--- src/rtl/frame_sched_pkg.sv ---
`default_nettype none
// +--------------------------------------------------------------------+
// | frame_sched_pkg : shared types and constants for frame_scheduler   |
// | Rev 1.0                                                            |
// +--------------------------------------------------------------------+
package frame_sched_pkg;

  localparam int ANGLE_MAX        = 360;
  localparam int ANGLE_W          = 9;
  localparam int COORD_W          = 10;
  localparam int V_ACTIVE_DEFAULT = 480;

  localparam logic [ANGLE_W:0] ANGLE_MAX_W = (ANGLE_W+1)'(ANGLE_MAX);

  typedef enum logic [1:0] {
    ST_IDLE    = 2'd0,
    ST_ADVANCE = 2'd1,
    ST_SETTLE  = 2'd2,
    ST_LATCH   = 2'd3
  } state_e;

  typedef struct packed {
    logic [COORD_W-1:0] ax;
    logic [COORD_W-1:0] ay;
    logic [COORD_W-1:0] bx;
    logic [COORD_W-1:0] by;
    logic [COORD_W-1:0] cx;
    logic [COORD_W-1:0] cy;
  } tri_t;

  // Both operands are below 360, so a single conditional subtract suffices.
  function automatic logic [ANGLE_W-1:0] angle_wrap(input logic [ANGLE_W-1:0] a,
                                                    input logic [ANGLE_W-1:0] step);
    logic [ANGLE_W:0] s;
    s = {1'b0, a} + {1'b0, step};
    if (s >= ANGLE_MAX_W) s = s - ANGLE_MAX_W;
    return s[ANGLE_W-1:0];
  endfunction

endpackage
`default_nettype wire

--- src/rtl/angle_accum.sv ---
`default_nettype none
// +--------------------------------------------------------------------+
// | angle_accum : registered mod-360 accumulator with enable           |
// | Rev 1.0                                                            |
// +--------------------------------------------------------------------+
module angle_accum
  import frame_sched_pkg::*;
(
  input  logic               clk_i,
  input  logic               rst_i,
  input  logic               en_i,
  input  logic [ANGLE_W-1:0] step_i,
  output logic [ANGLE_W-1:0] angle_o
);

  logic [ANGLE_W-1:0] angle_q;
  logic [ANGLE_W-1:0] angle_d;

  always_comb begin
    angle_d = angle_q;
    if (en_i) angle_d = angle_wrap(angle_q, step_i);
  end

  always_ff @(posedge clk_i) begin
    if (rst_i) angle_q <= '0;
    else       angle_q <= angle_d;
  end

  assign angle_o = angle_q;

endmodule
`default_nettype wire

--- src/rtl/frame_scheduler.sv ---
`default_nettype none
// +--------------------------------------------------------------------+
// | frame_scheduler : per-frame angle advance and vertex shadow latch  |
// | Optional FRAME_SCHED_STATS_EN adds the frame_count output.         |
// | Rev 1.0                                                            |
// +--------------------------------------------------------------------+
module frame_scheduler
  import frame_sched_pkg::*;
#(
  parameter int ANGLE_STEP = 1,
  parameter int VS_LATENCY = 2,
  parameter int V_ACTIVE   = V_ACTIVE_DEFAULT
) (
  input  logic               clk_pix,
  input  logic               reset,
  input  logic [COORD_W-1:0] x,
  input  logic [COORD_W-1:0] y,
  input  logic               pause,
  input  logic [COORD_W-1:0] vax,
  input  logic [COORD_W-1:0] vay,
  input  logic [COORD_W-1:0] vbx,
  input  logic [COORD_W-1:0] vby,
  input  logic [COORD_W-1:0] vcx,
  input  logic [COORD_W-1:0] vcy,
  output logic [ANGLE_W-1:0] angle,
  output logic [COORD_W-1:0] ax,
  output logic [COORD_W-1:0] ay,
  output logic [COORD_W-1:0] bx,
  output logic [COORD_W-1:0] by,
  output logic [COORD_W-1:0] cx,
  output logic [COORD_W-1:0] cy,
  output logic               busy,
  output logic               frame_done
`ifdef FRAME_SCHED_STATS_EN
  ,
  output logic [15:0]        frame_count
`endif
);

  localparam logic [COORD_W-1:0] TRIG_ROW    = COORD_W'(V_ACTIVE);
  localparam logic [3:0]         SETTLE_LAST = 4'(VS_LATENCY - 1);
  localparam logic [ANGLE_W-1:0] STEP        = ANGLE_W'(ANGLE_STEP);

  state_e     state_q;
  state_e     state_d;
  logic [3:0] settle_cnt_q;
  logic [3:0] settle_cnt_d;
  logic       pause_q;
  logic       pause_d;
  tri_t       shadow_q;
  logic       frame_done_q;
  logic       trigger;
  logic       advance_en;
  logic       latch_en;
  tri_t       live;

  assign trigger = (x == '0) && (y == TRIG_ROW);
  assign live    = '{ax: vax, ay: vay, bx: vbx, by: vby, cx: vcx, cy: vcy};

  always_ff @(posedge clk_pix) begin
    if (reset) begin
      state_q      <= ST_IDLE;
      settle_cnt_q <= '0;
      pause_q      <= 1'b0;
    end else begin
      state_q      <= state_d;
      settle_cnt_q <= settle_cnt_d;
      pause_q      <= pause_d;
    end
  end

  // Triggers outside IDLE are dropped; pause is only captured with an accepted trigger.
  always_comb begin
    state_d      = state_q;
    settle_cnt_d = settle_cnt_q;
    pause_d      = pause_q;
    case (state_q)
      ST_IDLE: begin
        if (trigger) begin
          pause_d = pause;
          state_d = ST_ADVANCE;
        end
      end
      ST_ADVANCE: begin
        settle_cnt_d = '0;
        state_d      = ST_SETTLE;
      end
      ST_SETTLE: begin
        if (settle_cnt_q == SETTLE_LAST) state_d = ST_LATCH;
        else                             settle_cnt_d = settle_cnt_q + 4'd1;
      end
      ST_LATCH: state_d = ST_IDLE;
      default:  state_d = ST_IDLE;
    endcase
  end

  always_comb begin
    busy       = (state_q != ST_IDLE);
    advance_en = (state_q == ST_ADVANCE) && !pause_q;
    latch_en   = (state_q == ST_LATCH);
  end

  angle_accum u_angle_accum (
    .clk_i   (clk_pix),
    .rst_i   (reset),
    .en_i    (advance_en),
    .step_i  (STEP),
    .angle_o (angle)
  );

  always_ff @(posedge clk_pix) begin
    if (reset) begin
      shadow_q     <= '0;
      frame_done_q <= 1'b0;
    end else begin
      frame_done_q <= latch_en;
      if (latch_en) shadow_q <= live;
    end
  end

  assign ax         = shadow_q.ax;
  assign ay         = shadow_q.ay;
  assign bx         = shadow_q.bx;
  assign by         = shadow_q.by;
  assign cx         = shadow_q.cx;
  assign cy         = shadow_q.cy;
  assign frame_done = frame_done_q;

`ifdef FRAME_SCHED_STATS_EN
  logic [15:0] frame_count_q;

  always_ff @(posedge clk_pix) begin
    if (reset)         frame_count_q <= '0;
    else if (latch_en) frame_count_q <= frame_count_q + 16'd1;
  end

  assign frame_count = frame_count_q;
`endif

endmodule
`default_nettype wire
--- config.mk ---
export PLATFORM = sky130hd
export DESIGN_NAME = frame_scheduler
export DESIGN_NICKNAME = d
export VERILOG_FILES = /design/src/rtl/frame_sched_pkg.sv /design/src/rtl/angle_accum.sv /design/src/rtl/frame_scheduler.sv
export SDC_FILE = /design/constraint.sdc
export NUM_CORES = 1
export LEC_CHECK = 0
export CORE_MARGIN = 1
export CORE_UTILIZATION = 45
export CTS_CLUSTER_SIZE = 25
export DETAILED_ROUTE_END_ITERATION = 8
export PLACE_DENSITY = 0.86
export SLEW_MARGIN = 40
export SYNTH_ARGS = -nofsm -noshare
export SYNTH_HDL_FRONTEND = slang
export SYNTH_SLANG_ARGS = --single-unit
export TNS_END_PERCENT = 50
--- constraint.sdc ---
create_clock -name clk_pix -period 6.6 [get_ports clk_pix]
set_input_delay 1.32 -clock clk_pix [delete_from_list [all_inputs] [get_ports clk_pix]]
set_output_delay 1.32 -clock clk_pix [all_outputs]
set_load 0.005 [all_outputs]
==> metrics.md <==
| Metric | Value |
|---|---|
| Routed wire length | `just over 8000 microns` |
| Layout cell share with drive strength beyond 1 | `around 6%` |
| Slew @ Worst Pin | `0.804 ns` |
| Grt total ovfl | `0` |
| Final Max Tran Viols | `0` |
| Ant diodes | `0` |
| Layout fillers | `551` |
| Fmax | `about 0.33 GHz` |
| Pleak | `1.72 nW` |
| Ports | `~150` |
| Clk slew on worst S/H paths | `about 0.09 ns` |
| First-pass GRT wire length | `about 13000 microns` |
| CTS tree | `done` |
| Routed vias/inst | `roughly 5.0` |
| Pwr per Cell Area | `approximately 180 nW/um^2` |
| Max Cap Viol | `0` |
| CP Data Required Time | `roughly 5.3 ns` |
| Post-synth net total | `approximately 450` |
| Post-route ant nets | `0` |
| Vias in the first global route | `between 2000 and 3000` |
| Post-synth EDFFs | `0` |
| Die H | `88.2 microns` |
| Total CTS buffers | `9` |
| Clock sink count | `between 70 and 80` |
| Post-CTS setup buffer count | `0` |
| Period utilization | `45.8%` |
| FFs w/ async S/R, synth | `0%` |
| Area growth syn-to-layout | `53.0%` |
| RSZ-0062 raised after global routing | `false` |
| Syn Area/Cell | `9.48 sq um` |
| Vias | `3030` |
| Post-synth top area cell | `dfxtp_1` |
| Total Routing Usage GR | `a little over a fifth` |
| Yosys warnings | `0` |
| Htree depth | `3` |
| Core Rows | `31` |
| WL per Instance | `13.8 microns` |
| Drt first pass iters | `4` |
| Post-Place Cells | `slightly below 600` |
| Final setup margin | `roughly 3.6 ns` |
| Min Tclk post-route | `just over 3 ns` |
| Seq/Total Area, Yosys | `46.1%` |
| Crit path kind | `reg2out` |
| Final setup viols | `0` |
| Crit path DAT | `1.70 ns` |
| Die area | `between 7000 and 8000 sq um` |
| Yosys top cell area share | `46.1%` |
| Number of distinct library cells after synthesis | `51` |
| Fin cells | `around 600` |
| Largest net degree at the start of global routing | `just over 80` |
| PostCTS Resize Cnt | `0` |
| Crit start category | `flop` |
| Die boundary width | `roughly 90 microns` |
| Place WS | `around 3.6 ns` |
| R2r worst-path depth | `8` |
| Final Skew | `roughly 0.013 ns` |
| Max VDD drop | `117 uV` |
| DRC viols | `0` |
| Status | `finished clean` |
| Final hold violations | `0` |
| Hold Buf Count CTS | `0` |
| Clock Latency Late Sink | `roughly 0.35 ns` |
| IO Port Bufs | `roughly 150` |
| NumNets Final | `between 500 and 600` |
| Mapped Cells | `roughly 350` |
| CTS root buf | `clkbuf_8` |
| Post-synthesis sequential element count | `between 70 and 80` |
| DR iter-0 viols | `101` |
| Slew headroom | `a little under half` |
| Synthesized area | `3350 sq um` |
| Synth top area cells | `dfxtp_1 (46%), mux2i_1 (18%), nor2_1 (8.3%)` |
| Post-DP HPWL | `about 6000 microns` |
| CTS max path bufs | `2` |
| Initial antenna violation count | `0` |
| GP Congestion | `slightly below 0.9` |
| Commonest non-fill, non-tap cells in the layout | `clkdlybuf4s50_1 (152), dfxtp_1 (77), nor2_1 (74)` |
| Initial Util | `around 46%` |
| Placeable core region | `between 7000 and 8000 sq um` |
| Total negative slack | `0 ns` |
| Endpoint class of the critical path | `output pin` |
| Commonest non-fill, non-tap cell in the layout | `clkdlybuf4s50_1` |
| Dominant synthesized flop cell | `dfxtp_1` |
| HP Class | `reg2reg` |
| Hold Path Cell Cnt | `2` |
| Critical path peak fanout | `4` |
[cell usage after synthesis, types with 2 or more instances]
master,number
nand3_1,7
clkbuf_1,6
nand2_1,17
nor3_1,6
a31oi_1,4
o21ai_0,3
xnor2_1,6
buf_2,3
nor2_1,74
and3_1,2
ha_1,9
buf_1,11
or3_1,2
nor4_1,5
mux2i_1,61
or2_2,2
nand4_1,2
a21oi_1,9
inv_1,8
a21oi_2,2
xor2_1,2
nor2b_1,4
dfxtp_1,77
nand2b_1,4
[registers in the layout, indices dropped and copies added, names as in the netlist]
signal and cells:
cy 10, cx 10, state_q 2, u_angle_accum.angle_o 9
frame_done 1, by 10, bx 10, ay 10
settle_cnt_q 4, pause_q 1, ax 10
[through the flow]
step	power (W)	area [sq um]	hold WS, ns	util [%]
3_5_place_dp	0.000611	4940	0.460	68.5
5_1_grt	0.000974	5120	0.492	71.0
3_3_place_gp	0.000608	4920	0.456	68.2
4_1_cts	0.000940	5120	0.472	71.0
6_report	0.000930	5120	0.471	71.0
2_1_floorplan	0.000539	3350	0.445	-
[routing by layer]
layer  vias to the layer above  GRT usage [%]  share of wire, %
li1                       1493              -                 -
met3                        14           6.44               7.0
met5                         -              0                 0
met4                         0           11.4               2.1
met1                      1421           24.0                40
met2                       102           36.4                50
[area by class of cell]
cell class / instances / area (sq um) / share of cell area (%)
clock buffers: 9 / 124 / 2.42
well taps: 99 / 124 / 2.42
clock inverters: 7 / 57.6 / 1.12
inverters: 8 / 30.0 / 0.587
multi-input cells: 246 / 1690 / 33.0
flip-flops and latches: 77 / 1540 / 30.1
repair buffers: 155 / 1550 / 30.4
[worst max-delay path, stage by stage (launching register included)]
cell and delay [ns]:
dfxtp_1 0.41, inv_1 0.10, ha_1 0.25, inv_1 0.08, clkdlybuf4s50_1 0.50
[worst paths after layout]
kind                                 start                  endpoint  slack, ns
setup / recovery                state_q[0]                      busy       3.58
hold / removal                     pause_q                   pause_q       0.47
setup reg to reg  u_angle_accum.angle_o[0]  u_angle_accum.angle_o[6]       3.89
hold reg to reg                    pause_q                   pause_q       0.47
[logic make-up after synthesis]
logic type | count (synthesis) | share of synthesized area (%)
xor gates and xnor gates | 8 | 2.09
adders and majority gates | 9 | 3.37
AOI/OAI and AO/OA | 31 | 6.73
buffers and inverters | 30 | 3.81
and+or+nand+nor | 134 | 18.6
muxes | 64 | 19.3
DFF | 77 | 46.1
[where the power goes]
group / internal [W] / switching (W)
Combinational: 0.0000707 / 0.0000452
Clock: 0.000142 / 0.000188
Sequential: 0.000470 / 0.0000139
Total: 0.000683 / 0.000247
Note: power is estimated with default switching activity, not from simulation.
==> edit 1, RTL diff (same settings) <==
The option `FRAME_SCHED_STATS_EN` is turned on by a define.
--- a/src/rtl/frame_scheduler.sv
+++ b/src/rtl/frame_scheduler.sv
@@ -6,2 +6,4 @@
 // +--------------------------------------------------------------------+
+`define FRAME_SCHED_STATS_EN
+
 module frame_scheduler
Function (old outputs only; new: frame_count): kept (Yosys induction, for registers that start in step).
==> edit 1 against the unedited design <==
The run now ends with DRC left. Routed wire length is 27% higher. Sequential cell count is 16 higher. Design area is 18% higher. Setup slack better by 47 ps. Count of clock-buffer cells in the layout is 1 higher. Synthesized cell count is 23% higher. Synthesized area is 24% higher. Clock power is 27% higher. Combinational power is 5% lower. Power is 18% higher. Utilization is 2.1 points lower. Critical path type unchanged. Largest power group unchanged. Highest routed layer unchanged.
==> edit 1: results (changes against the unedited design) <==
| Metric | Value |
|---|---|
| Status | `finished with violations (was finished, final reports clean)` |
| Failing checks | `DRC` |
| Remaining DRCs | `4 (was 0)` |
| Placer congestion estimate | `0.8668 (was 0.8646)` |
| Largest register FFs | `16` |
| Total Routing Usage GR | `22.41% (was 21.34%)` |
| M3 GR Usage | `6.586% (was 6.437%)` |
| Largest net degree at the start of global routing | `99 (was 81)` |
| Top power group | `registers (unchanged)` |
| CTS root buf | `clkbuf_8 (unchanged)` |
| Grt met1 use | `25.40% (was 23.98%)` |
| Post-cts gate resize count | `0 (unchanged)` |
| Ranking of synthesized cells by area | `dfxtp_1 (45%), mux2i_1 (16%), nor2_1 (8.1%) (was dfxtp_1 (46%), mux2i_1 (18%), nor2_1 (8.3%))` |
| Commonest cells post-synth | `dfxtp_1 (93), nor2_1 (89), mux2i_1 (67) (was dfxtp_1 (77), nor2_1 (74), mux2i_1 (61))` |
| Initial DRC Count | `98 (was 101)` |
| Port Buffers | `169 (was 153)` |
| DR WL/cell | `14.92 um (was 13.75 um)` |
| Worst EP arrival | `1650 ps (was 1700 ps)` |
| First-pass GRT wire length | `17320 um (was 12890 um)` |
| Post-detail-place hpwl | `7733 um (was 5989 um)` |
| Seq/Total Area, Yosys | `45.01% (was 46.07%)` |
| Clk pin slew, worst setup/hold paths | `90 ps (about the same)` |
| Comb pwr share | `10.0% (was 12.5%)` |
| Vias in the first global route | `3704 (was 2872)` |
| Filler cells | `704 (was 551)` |
| Initial antenna violation count | `0 (unchanged)` |
| Max IR drop VDD | `0.1155 mV (was 0.1167 mV)` |
| Critical Path Fanout Max | `3 (was 4)` |
| Seq power | `0.000574 W (was 0.000484 W)` |
| Hold/Removal Path Class | `flop to flop (unchanged)` |
| Synth warnings | `0 (unchanged)` |
| Internal power | `0.0008481 W (was 0.0006828 W)` |
| Flop2flop setup slack | `3980 ps (was 3890 ps)` |
| GRT met2 Usage | `39.38% (was 36.36%)` |
| Clk Latency, worst-skew pair | `350 ps (about the same)` |
| NumNets Final | `684 (was 589)` |
| Worst stage delay on the critical path | `500 ps (about the same)` |
| Sw Ratio | `23.04% (was 26.58%)` |
| Share of cells above drive strength 1 | `5.369% (was 6.175%)` |
| Via density | `5.146 (was 5.042)` |
| Asr flop ratio synth | `0% (unchanged)` |
| Synth unique cells | `53 (was 51)` |
| Slowest cell on the critical path | `clkdlybuf4s50_1 (unchanged)` |
| Synthesized Nets | `528 (was 445)` |
| Leakage | `2.163 nW (was 1.723 nW)` |
| First drt pass iteration count | `6 (was 4)` |
| Final Skew | `12.38 ps (was 12.65 ps)` |
| Worst R2R Path Depth | `9 (was 8)` |
| Worst rel slew slack | `47.79% (was 46.40%)` |
-- edit 1: stage by stage --
step	instance area (sq um)	hold slack, ps	worst slack, ps	std cells	utilization [%]
after CTS	6067	488.0	3600	704	68.90
after global placement	5841	462.9	3758	688	66.33
after detailed placement	5844	474.5	3552	688	66.37
after floorplan	4136	452.1	4270	435	-
after global routing	6067	508.7	3553	704	68.90
final	6067	486.8	3625	704	68.90
-- edit 1: cell type report --
class,instances,area (sq um),area share (%)
Clock inverter,6,95.09,1.567
Inverter,10,37.54,0.6187
Multi-Input combinational cell,307,2110,34.77
Sequential cell,93,1862,30.69
Tap cell,108,135.1,2.227
Timing Repair Buffer,170,1700,28.03
Clock buffer,10,127.6,2.104
-- edit 1: logic make-up after synthesis --
| logic type | synth area share (%) |
|---|---|
| AO/OA/AOI/OAI | 6.806 |
| XOR/XNOR | 4.447 |
| adder cells (fa/ha/maj) | 3.025 |
| buffers and inverters | 4.295 |
| flip-flops | 45.01 |
| multiplexers | 17.03 |
| AND/OR/NAND/NOR | 19.39 |
-- edit 1: layer usage --
metal  vias up  wire length, um
met5         -                0
met4         0              156
met3        12              844
met2       133             5332
met1      1687             4172
li1       1791                -
-- edit 1: critical path: cells and delay by family, from the launching register on --
family	cells	cell delay, ps
buf+inv	3	680
flops	1	410
fa+ha+maj	1	240
-- edit 1: final timing paths --
path | from | endpoint
hold reg to reg | settle_cnt_q[3] | settle_cnt_q[3]
setup reg to reg | u_angle_accum.angle_o[0] | u_angle_accum.angle_o[7]
hold / removal | settle_cnt_q[3] | settle_cnt_q[3]
setup / recovery | state_q[0] | busy
==> edit 2, RTL diff (same settings) <==
Without the edit above. The 4 states of `state_e` get a one-hot encoding in 4 bits.
--- a/src/rtl/frame_sched_pkg.sv
+++ b/src/rtl/frame_sched_pkg.sv
@@ -14,7 +14,7 @@
 
-  typedef enum logic [1:0] {
-    ST_IDLE    = 2'd0,
-    ST_ADVANCE = 2'd1,
-    ST_SETTLE  = 2'd2,
-    ST_LATCH   = 2'd3
+  typedef enum logic [3:0] {
+    ST_IDLE    = 4'b0001,
+    ST_ADVANCE = 4'b0010,
+    ST_SETTLE  = 4'b0100,
+    ST_LATCH   = 4'b1000
   } state_e;
Function: no difference found for any inputs over 10 cycles, from zero or initial values and one cycle with reset high; not proved beyond that.
==> edit 2 against the unedited design <==
Setup slack got worse by 330 ps. Power shrank 5.4%. Synthesized area fell by 0.93%. Routed wire length increased by 11%. Sequential cell count grew 2. Design area down 0.81%. Clock power down 2%. Combinational power decreased by 38%. Critical path type unchanged. Largest cell class unchanged. Largest power group unchanged.
==> edit 2: results (changes against the unedited design) <==
| Metric | Value |
|---|---|
| Initial DRC Count | `147 (was 101)` |
| Flop2flop setup slack | `3810 ps (was 3890 ps)` |
| Max Cap Viol | `0 (unchanged)` |
| Max IR drop VDD | `0.1194 mV (was 0.1167 mV)` |
| Post-cts gate resize count | `0 (unchanged)` |
| M3 GR Usage | `5.749% (was 6.437%)` |
| Critical Path Fanout Max | `5 (was 4)` |
| H-tree levels | `3 (unchanged)` |
| Post-detail-place hpwl | `6606 um (was 5989 um)` |
| Postcts setup bufs | `0 (unchanged)` |
| CTS max path bufs | `2 (unchanged)` |
| Worst EP arrival | `2030 ps (was 1700 ps)` |
| Total Routing Usage GR | `23.41% (was 21.34%)` |
| Share of cells above drive strength 1 | `6.228% (was 6.175%)` |
| Port Buffers | `153 (unchanged)` |
| Commonest cells post-synth | `nand2_1 (129), dfxtp_1 (79), a21oi_1 (65) (was dfxtp_1 (77), nor2_1 (74), mux2i_1 (61))` |
| Status | `finished, final reports clean (unchanged)` |
| GRT met2 Usage | `42.42% (was 36.36%)` |
| DR WL/cell | `13.94 um (was 13.75 um)` |
| Synth warnings | `0 (unchanged)` |
| Via density | `5.191 (was 5.042)` |
| First-pass GRT wire length | `14160 um (was 12890 um)` |
| Grt met1 use | `25.96% (was 23.98%)` |
| Crit path launch | `state_q[0] (unchanged)` |
| Final Skew | `11.64 ps (was 12.65 ps)` |
| Synth unique cells | `49 (was 51)` |
| Filler cells | `524 (was 551)` |
| Synthesized Nets | `505 (was 445)` |
| Vias in the first global route | `3170 (was 2872)` |
| Leakage | `1.665 nW (was 1.723 nW)` |
| Largest net degree at the start of global routing | `82 (was 81)` |
| Min-Delay Startpoint | `bx[9] (was pause_q)` |
| First drt pass iteration count | `4 (unchanged)` |
| Measured slew at the worst slew-check pin | `761.6 ps (was 804.0 ps)` |
| N_diodes | `0 (unchanged)` |
| Seq/Total Area, Yosys | `47.72% (was 46.07%)` |
| NumNets Final | `645 (was 589)` |
| Ranking of synthesized cells by area | `dfxtp_1 (48%), nand2_1 (15%), a21oi_1 (9.8%) (was dfxtp_1 (46%), mux2i_1 (18%), nor2_1 (8.3%))` |
| Placer congestion estimate | `0.9557 (was 0.8646)` |
[edit 2: cell count changes after synthesis, sizes merged, moves of 13 or more]
cell	change
mux2i	-59
nand2	+112
a21oi	+55
buf	-13
nor2	-57
clkbuf	+18
[edit 2: cell type report]
type	count	area, sq um	area share, %
clock inverters	7	57.56	1.133
multi-input cells	308	1632	32.13
flip-flops and latches	79	1582	31.14
inverters	3	11.26	0.2217
clock buffers	9	123.9	2.439
well taps	96	120.1	2.365
repair buffers	156	1553	30.57
[edit 2: per-stage QoR]
step	setup WS [ps]	hold slack (ps)	cells	area [sq um]
2_1_floorplan	3853	441.1	417	3314
3_3_place_gp	3368	441.5	642	4885
3_5_place_dp	3331	447.0	642	4893
4_1_cts	3207	457.9	658	5075
5_1_grt	3094	470.7	658	5079
6_report	3245	453.3	658	5079
[edit 2: power breakdown]
| group | internal [W] | total, W | switching, W |
|---|---|---|---|
| logic | 0.0000514 | 0.0000725 | 0.0000211 |
| clock network | 0.000141 | 0.000325 | 0.000184 |
| registers | 0.000478 | 0.000482 | 0.00000473 |
[edit 2: final timing paths]
kind / end / cells past startpoint
worst max register to register: u_angle_accum.angle_o[5] / 8
worst min register to register: bx[9] / 2
worst min-delay path: bx[9] / 2
worst max-delay path: busy / 3
[edit 2: cells by family after synthesis]
kind of cell | synth area share (%)
and+or+nand+nor | 27.29
adders and majority gates | 1.888
xor gates and xnor gates | 1.850
DFF | 47.72
AOI/OAI and AO/OA | 15.82
buffers and inverters | 3.511
muxes | 1.925
[edit 2: worst max-delay path, cell delays in order, from the launching register on]
cell             delay [ps]
dfxtp_1                 440
nor4b_1                 660
inv_1                   120
clkdlybuf4s50_1         480
[edit 2: layer usage]
layer  vias up  wire length [um]
met5         -                 0
met4         0               176
met3        16               629
met2       136              4726
met1      1571              3641
li1       1693                 -
